### src/rtl/salu_rr_arbiter.sv
// ============================================================================
// Module   : salu_rr_arbiter (+ simple_alu)
// Brief    : Round-robin sharing of one registered ADD/SUB ALU between two
//            valid/ready requesters, one operation in flight at a time.
// Revision : 1.0 - initial release
// ============================================================================
`default_nettype none

module simple_alu #(
  parameter int WIDTH = 2
) (
  input  logic [WIDTH-1:0] i_a,
  input  logic [WIDTH-1:0] i_b,
  input  logic             i_sel,
  output logic [WIDTH-1:0] o_out,
  output logic             o_overflow,
  output logic             o_underflow
);

  assign o_out       = i_sel ? (i_a - i_b) : (i_a + i_b);
  // Flags look only at the operand MSBs, not at the result.
  assign o_overflow  = ~i_sel & ~i_a[WIDTH-1] & ~i_b[WIDTH-1];
  assign o_underflow =  i_sel &  i_a[WIDTH-1] &  i_b[WIDTH-1];

endmodule

module salu_rr_arbiter #(
  parameter  int WIDTH    = 2,
  localparam int c_NREQ   = 2,
  localparam int c_SWIDTH = 1
) (
  input  logic                       i_clk,
  input  logic                       i_reset_n,
  input  logic [c_NREQ-1:0]          i_req_valid,
  output logic [c_NREQ-1:0]          o_req_ready,
  input  logic [c_NREQ*WIDTH-1:0]    i_req_a,
  input  logic [c_NREQ*WIDTH-1:0]    i_req_b,
  input  logic [c_NREQ*c_SWIDTH-1:0] i_req_sel,
  output logic [c_NREQ-1:0]          o_resp_valid,
  input  logic [c_NREQ-1:0]          i_resp_ready,
  output logic [WIDTH-1:0]           o_resp_data,
  output logic                       o_resp_ovf,
  output logic                       o_resp_unf,
  output logic                       o_busy
);

  typedef enum logic [1:0] {
    S_IDLE = 2'd0,
    S_EXEC = 2'd1,
    S_RESP = 2'd2
  } state_t;

  state_t                r_state;
  logic                  r_gnt;
  logic                  r_prio;
  logic [WIDTH-1:0]      r_op_a;
  logic [WIDTH-1:0]      r_op_b;
  logic [c_SWIDTH-1:0]   r_op_sel;
  logic [WIDTH-1:0]      r_res;
  logic                  r_ovf;
  logic                  r_unf;

  logic                  w_any_valid;
  logic                  w_win;
  logic [WIDTH-1:0]      w_win_a;
  logic [WIDTH-1:0]      w_win_b;
  logic [c_SWIDTH-1:0]   w_win_sel;
  logic [WIDTH-1:0]      w_alu_out;
  logic                  w_alu_ovf;
  logic                  w_alu_unf;

  // Preferred requester wins if it asks, otherwise the other one.
  assign w_any_valid = |i_req_valid;
  assign w_win       = i_req_valid[r_prio] ? r_prio : ~r_prio;
  assign w_win_a     = w_win ? i_req_a[2*WIDTH-1:WIDTH] : i_req_a[WIDTH-1:0];
  assign w_win_b     = w_win ? i_req_b[2*WIDTH-1:WIDTH] : i_req_b[WIDTH-1:0];
  assign w_win_sel   = w_win ? i_req_sel[1] : i_req_sel[0];

  assign o_req_ready  = (i_reset_n && (r_state == S_IDLE) && w_any_valid)
                        ? {w_win, ~w_win} : '0;
  assign o_resp_valid = (r_state == S_RESP) ? {r_gnt, ~r_gnt} : '0;
  assign o_resp_data  = r_res;
  assign o_resp_ovf   = r_ovf;
  assign o_resp_unf   = r_unf;
  assign o_busy       = (r_state != S_IDLE);

  simple_alu #(
    .WIDTH (WIDTH)
  ) u_alu (
    .i_a         (r_op_a),
    .i_b         (r_op_b),
    .i_sel       (r_op_sel[0]),
    .o_out       (w_alu_out),
    .o_overflow  (w_alu_ovf),
    .o_underflow (w_alu_unf)
  );

  always_ff @(posedge i_clk) begin
    if (!i_reset_n) begin
      r_state  <= S_IDLE;
      r_gnt    <= 1'b0;
      r_prio   <= 1'b0;
      r_op_a   <= '0;
      r_op_b   <= '0;
      r_op_sel <= '0;
      r_res    <= '0;
      r_ovf    <= 1'b0;
      r_unf    <= 1'b0;
    end else begin
      case (r_state)
        S_IDLE: begin
          if (w_any_valid) begin
            r_op_a   <= w_win_a;
            r_op_b   <= w_win_b;
            r_op_sel <= w_win_sel;
            r_gnt    <= w_win;
            r_state  <= S_EXEC;
          end
        end
        S_EXEC: begin
          r_res   <= w_alu_out;
          r_ovf   <= w_alu_ovf;
          r_unf   <= w_alu_unf;
          r_state <= S_RESP;
        end
        S_RESP: begin
          // Only the owner's accept matters; the other bit is ignored.
          if (i_resp_ready[r_gnt]) begin
            r_prio  <= ~r_gnt;
            r_state <= S_IDLE;
          end
        end
        default: r_state <= S_IDLE;
      endcase
    end
  end

endmodule

`default_nettype wire

### config.mk
export PLATFORM = sky130hd
export DESIGN_NAME = salu_rr_arbiter
export DESIGN_NICKNAME = d
export VERILOG_FILES = /design/src/rtl/salu_rr_arbiter.sv
export SDC_FILE = /design/constraint.sdc
export NUM_CORES = 1
export LEC_CHECK = 0
export CAP_MARGIN = 0
export CORE_MARGIN = 2
export CORE_UTILIZATION = 25
export CTS_CLUSTER_DIAMETER = 120
export CTS_CLUSTER_SIZE = 12
export DETAILED_ROUTE_END_ITERATION = 12
export PLACE_DENSITY = 0.6
export SYNTH_ARGS = -nofsm -noshare
export SYNTH_HDL_FRONTEND = slang
export SYNTH_SLANG_ARGS = --single-unit
### constraint.sdc
create_clock -name i_clk -period 1.5 [get_ports i_clk]
set_input_delay 0.225 -clock i_clk [delete_from_list [all_inputs] [get_ports i_clk]]
set_output_delay 0.225 -clock i_clk [all_outputs]
set_load 0.01 [all_outputs]
## Yosys cells after proc, flatten, opt, wreduce, memory -nomap -nowiden

Cells that the tools add are included.

- Register bits: 13
- Output and inout port bits: 9
- Logic and storage cells: 49

- Reductions and logical operators: 8
- Bitwise logic cells: 10
- Order comparisons: 2
- Add/sub/neg operators: 2
- Muxes and demuxes: 14
- Equality and inequality tests: 4

Operators with widths:

| kind | number |
|---|---|
| $mux W2 | 7 |
| $mux W1 | 6 |
| $not A1 Y1 | 6 |
| $pmux W2 S3 | 1 |
| $reduce_and A2 Y1 | 3 |
| $and A1 B1 Y1 | 4 |
| $lt A1 B2 Y1 const B | 2 |
| $add A2 B2 Y2 | 1 |
| $eq A2 B1 Y1 const B | 1 |
| $eq A2 B2 Y1 const B | 1 |
| $logic_and A1 B1 Y1 | 2 |
| $logic_not A2 Y1 | 1 |
| $ne A2 B1 Y1 const B | 1 |
| $ne A2 B2 Y1 const B | 1 |
| $reduce_bool A2 Y1 | 1 |
| $reduce_or A2 Y1 | 1 |
| $sub A2 B2 Y2 | 1 |

## Logic depth before layout (Yosys ltp)

- Depth after elaboration: 5
- Depth in mapped cells: 5
- Gate-level depth less buffers: 5

## By module

Synthesis repeated with hierarchy kept, for this count alone.

- Cell total of the unflattened synthesis: 62
- Area total of the unflattened synthesis: 655.6 µm²

Modules (own cells, without submodules):

| module | instances | sequential area each (µm²) | cells an instance | area an instance (µm²) |
|---|---|---|---|---|
| salu_rr_arbiter | 1 | 260.2 | 54 | 583.1 |
| simple_alu | 1 | 0.0 | 8 | 72.6 |

## Worst setup path after synthesis

No wires, ideal clock.

- Path kind: reg2out
- Start: register r_state[1]
- End: output o_req_ready[0]
- Data required time: 1275 ps
- Stages on the path, launching flop included: 4
- Slack: 241 ps
- Arrival: 1034 ps
- Buffers on the path: 0
- Cell sequence: dfxtp_1 nor2_2 nand3_1 nor3_1

- Cells in the longest elaborated chain, start to end: 4

Ends and longest elaborated chain:

| element | line | source |
|---|---|---|
| start, declared | 53 | `state_t r_state;` |
| start signal, assigned | 100 | `r_state <= S_IDLE;` |
| start signal, assigned | 117 | `r_state <= S_EXEC;` |
| start signal, assigned | 124 | `r_state <= S_RESP;` |
| $logic_not A2 Y1 | 79 | `assign o_req_ready = (i_reset_n && (r_state == S_IDLE) && w_any_valid)` |
| $logic_and A1 B1 Y1 (2 in series) | 79 |  |
| $mux W2 | 80 | `? {w_win, ~w_win} : '0;` |
| end, declared | 35 | `output logic [c_NREQ-1:0] o_req_ready,` |

Every way passes these cells.

## Final worst setup path

- Start: register r_state[1]
- End: output o_busy

- Cells in the longest elaborated chain, start to end: 1

Ends and longest elaborated chain:

| element | line | source |
|---|---|---|
| $reduce_bool A2 Y1 | 85 | `assign o_busy = (r_state != S_IDLE);` |
| end, declared | 44 | `output logic o_busy` |

Every way passes these cells.

==> metrics <==
PortBufs=24; cell taking the most area after synthesis=dfxtp_1; num rows=19; Fin. Hold Viols=0; clock transition at the registers of the reported paths=0.08 ns; Netlist cell types=27; GR Util All Layers=10.7%; synthesis-stage register bit count=13; Top FF cell, synth=dfxtp_1; First-pass DRT Iterations=4; total number of vias=~700; First DRT Iteration DRCs=2; Initial Util=26.1%; synthesized area=713 um^2; Non-Filler Instances=148; Crit path required time=1.27 ns; Layout area overhead=54.9%; synth top area cells=dfxtp_1 (36%), a311oi_2 (13%), a21oi_1 (8.4%); synthesis warning total=0; pwr dens=884 nW/um^2; Syn Nets=96; Arr. time, crit path=1.18 ns; endpoint class of the critical path=output port; R2R Setup Slk=0.34 ns; worst-margin pin slew=approximately 0.24 ns; Layout Skew=0.00375 ns; grt ovf=0; clk_lat worst skew=between 0.2 and 0.3 ns; Post-synth EDFFs=0; antenna cells=0; TritonCTS clock tree=built; CTS max path bufs=2; die height=57.4 um; I/O pins=25; Fmax=0.712 GHz; placed insts=144; maximum VDD drop=0.450 mV; CP startpoint kind=register; leading cell type by number of instances after synthesis=dfxtp_1; CP Max Fanout=8; H-tree levels=1; DP HPWL=1290 um; Synth top cells by count=dfxtp_1 (13), a21oi_1 (12), a311oi_2 (6), nand3_1 (6), o21ai_0 (6); ratio of cells with drive above 1 in the final layout=29.9%; Hold/Removal Path Class=input pin to register; Final TNS setup=0 ns; largest net degree at the start of global routing=10; Post-layout nets=around 140; syn avg cell area=9.03 um^2; Post-CTS Setup Bufs=0; outcome=complete, no violations; relative slew slack=83.8%; Vias/cell=4.72; async set or reset register ratio after synthesis=0%; remaining antenna violation count=0; number of global-route vias before repair=approximately 670; period utilisation layout=93.6%; Seq/Total Area, Yosys=36.5%; final setup vio count=0; antenna violations before repair=0; final core utilization=40.4%; WL per Instance=10.8 um; die area=3300 um^2; Max-cap violations=0; drt total wl=around 1600 um; GP Congestion=0.742; Worst Path Class, Setup=register to output port; Root Buffer=clkbuf_4; Core ar.=2730 um^2; Slew Viols, Final=0; Mapped Cells=79; clk sinks=13; Leak Pwr=0.466 nW; Final Critical Period=between 1 and 1.5 ns; drt drc=0; TritonCTS Buffers=3; Yosys top cell area share=36.5%; Power Total=0.977 mW; RSZ-0062 raised after global routing=false; global-route wire length before repair=between 2000 and 3000 um; Die X=57.4 um
## flip-flops by register name, indices dropped and copies added (netlist names)
name,cells
o_resp_data,2
r_op_a,2
r_op_b,2
r_state,2
o_resp_ovf,1
o_resp_unf,1
r_gnt,1
r_op_sel,1
r_prio,1
## metrics by stage
stage	setup WS [ns]	hold WS (ns)	area, um^2
2_1_floorplan	0.241	0.343	713
3_3_place_gp	-0.397	0.459	1070
3_5_place_dp	-0.472	0.467	1070
4_1_cts	0.00591	0.478	1100
5_1_grt	0.0261	0.436	1100
6_report	0.0961	0.400	1100
## kinds of logic (layout without fill, tap and decap cells)
group,count (synthesis),count (layout),synth area share [%]
fa+ha+maj,1,1,1.75
compound gates,26,26,27.4
mux,2,2,2.81
simple gates,26,26,20.2
xor+xnor,2,2,4.39
flops,13,13,36.5
buf+inv,9,47,7.02
## timing repair
action / CTS / global route
pin swaps: 3 / 1
hold buffers: 0 / 0
gates cloned: 0 / 0
resized for setup: 17 / 8
setup endpoints to repair: 5 / 5
## worst paths after layout
kind              cells after the start                    start                           to
setup / recovery                      4  r_state[1]$_SDFFE_PN0P_                       o_busy
hold / removal                        4           i_req_valid[0]      r_state[0]$_SDFFE_PN0P_
setup reg to reg                      5   r_op_a[0]$_SDFFE_PN0P_  o_resp_data[1]$_SDFFE_PN0N_
hold reg to reg                       2  o_resp_unf$_SDFFE_PN0N_      o_resp_unf$_SDFFE_PN0N_
## critical path: stages (launching register included)
cell           delay (ns)
dfxtp_2              0.35
nor2_4               0.12
buf_6                0.13
inv_1                0.04
dlygate4sd2_1        0.27
## metal layers
| layer | global-route usage (%) | part of all wire (%) |
|---|---|---|
| met3 | 3.40 | 7.0 |
| met2 | 17.7 | 47 |
| met4 | 5.98 | 2.1 |
| met5 | 0 | 0 |
| met1 | 12.1 | 44 |
## cells in the final DEF (no fill, tap or decap), types with 2 or more instances in the layout
cell type	Yosys	routed
buf_4	0	13
a311oi_2	6	6
mux2i_1	2	2
or2_1	2	2
buf_2	1	2
nand3_1	6	5
nand2b_1	2	2
dlymetal6s2s_1	0	2
clkbuf_4	0	3
nor2b_1	3	2
clkbuf_2	0	2
clkdlybuf4s50_1	0	17
a21oi_1	12	11
and2_4	1	2
inv_1	4	4
nor2_1	4	4
dfxtp_1	13	12
o21ai_0	6	6
## cell type report
| type | count | area (um^2) |
|---|---|---|
| Sequential cell | 13 | 262 |
| Fill cell | 271 | 1630 |
| Tap cell | 31 | 38.8 |
| Multi-Input combinational cell | 57 | 427 |
| Inverter | 5 | 18.8 |
| Timing Repair Buffer | 38 | 333 |
| Clock buffer | 4 | 26.3 |
## where the power goes
part	internal (mW)	total [mW]	switching, mW
Sequential	0.386	0.424	0.0377
Combinational	0.199	0.344	0.145
Clock	0.103	0.210	0.107
No activity file was read; power rests on OpenSTA's default activity.
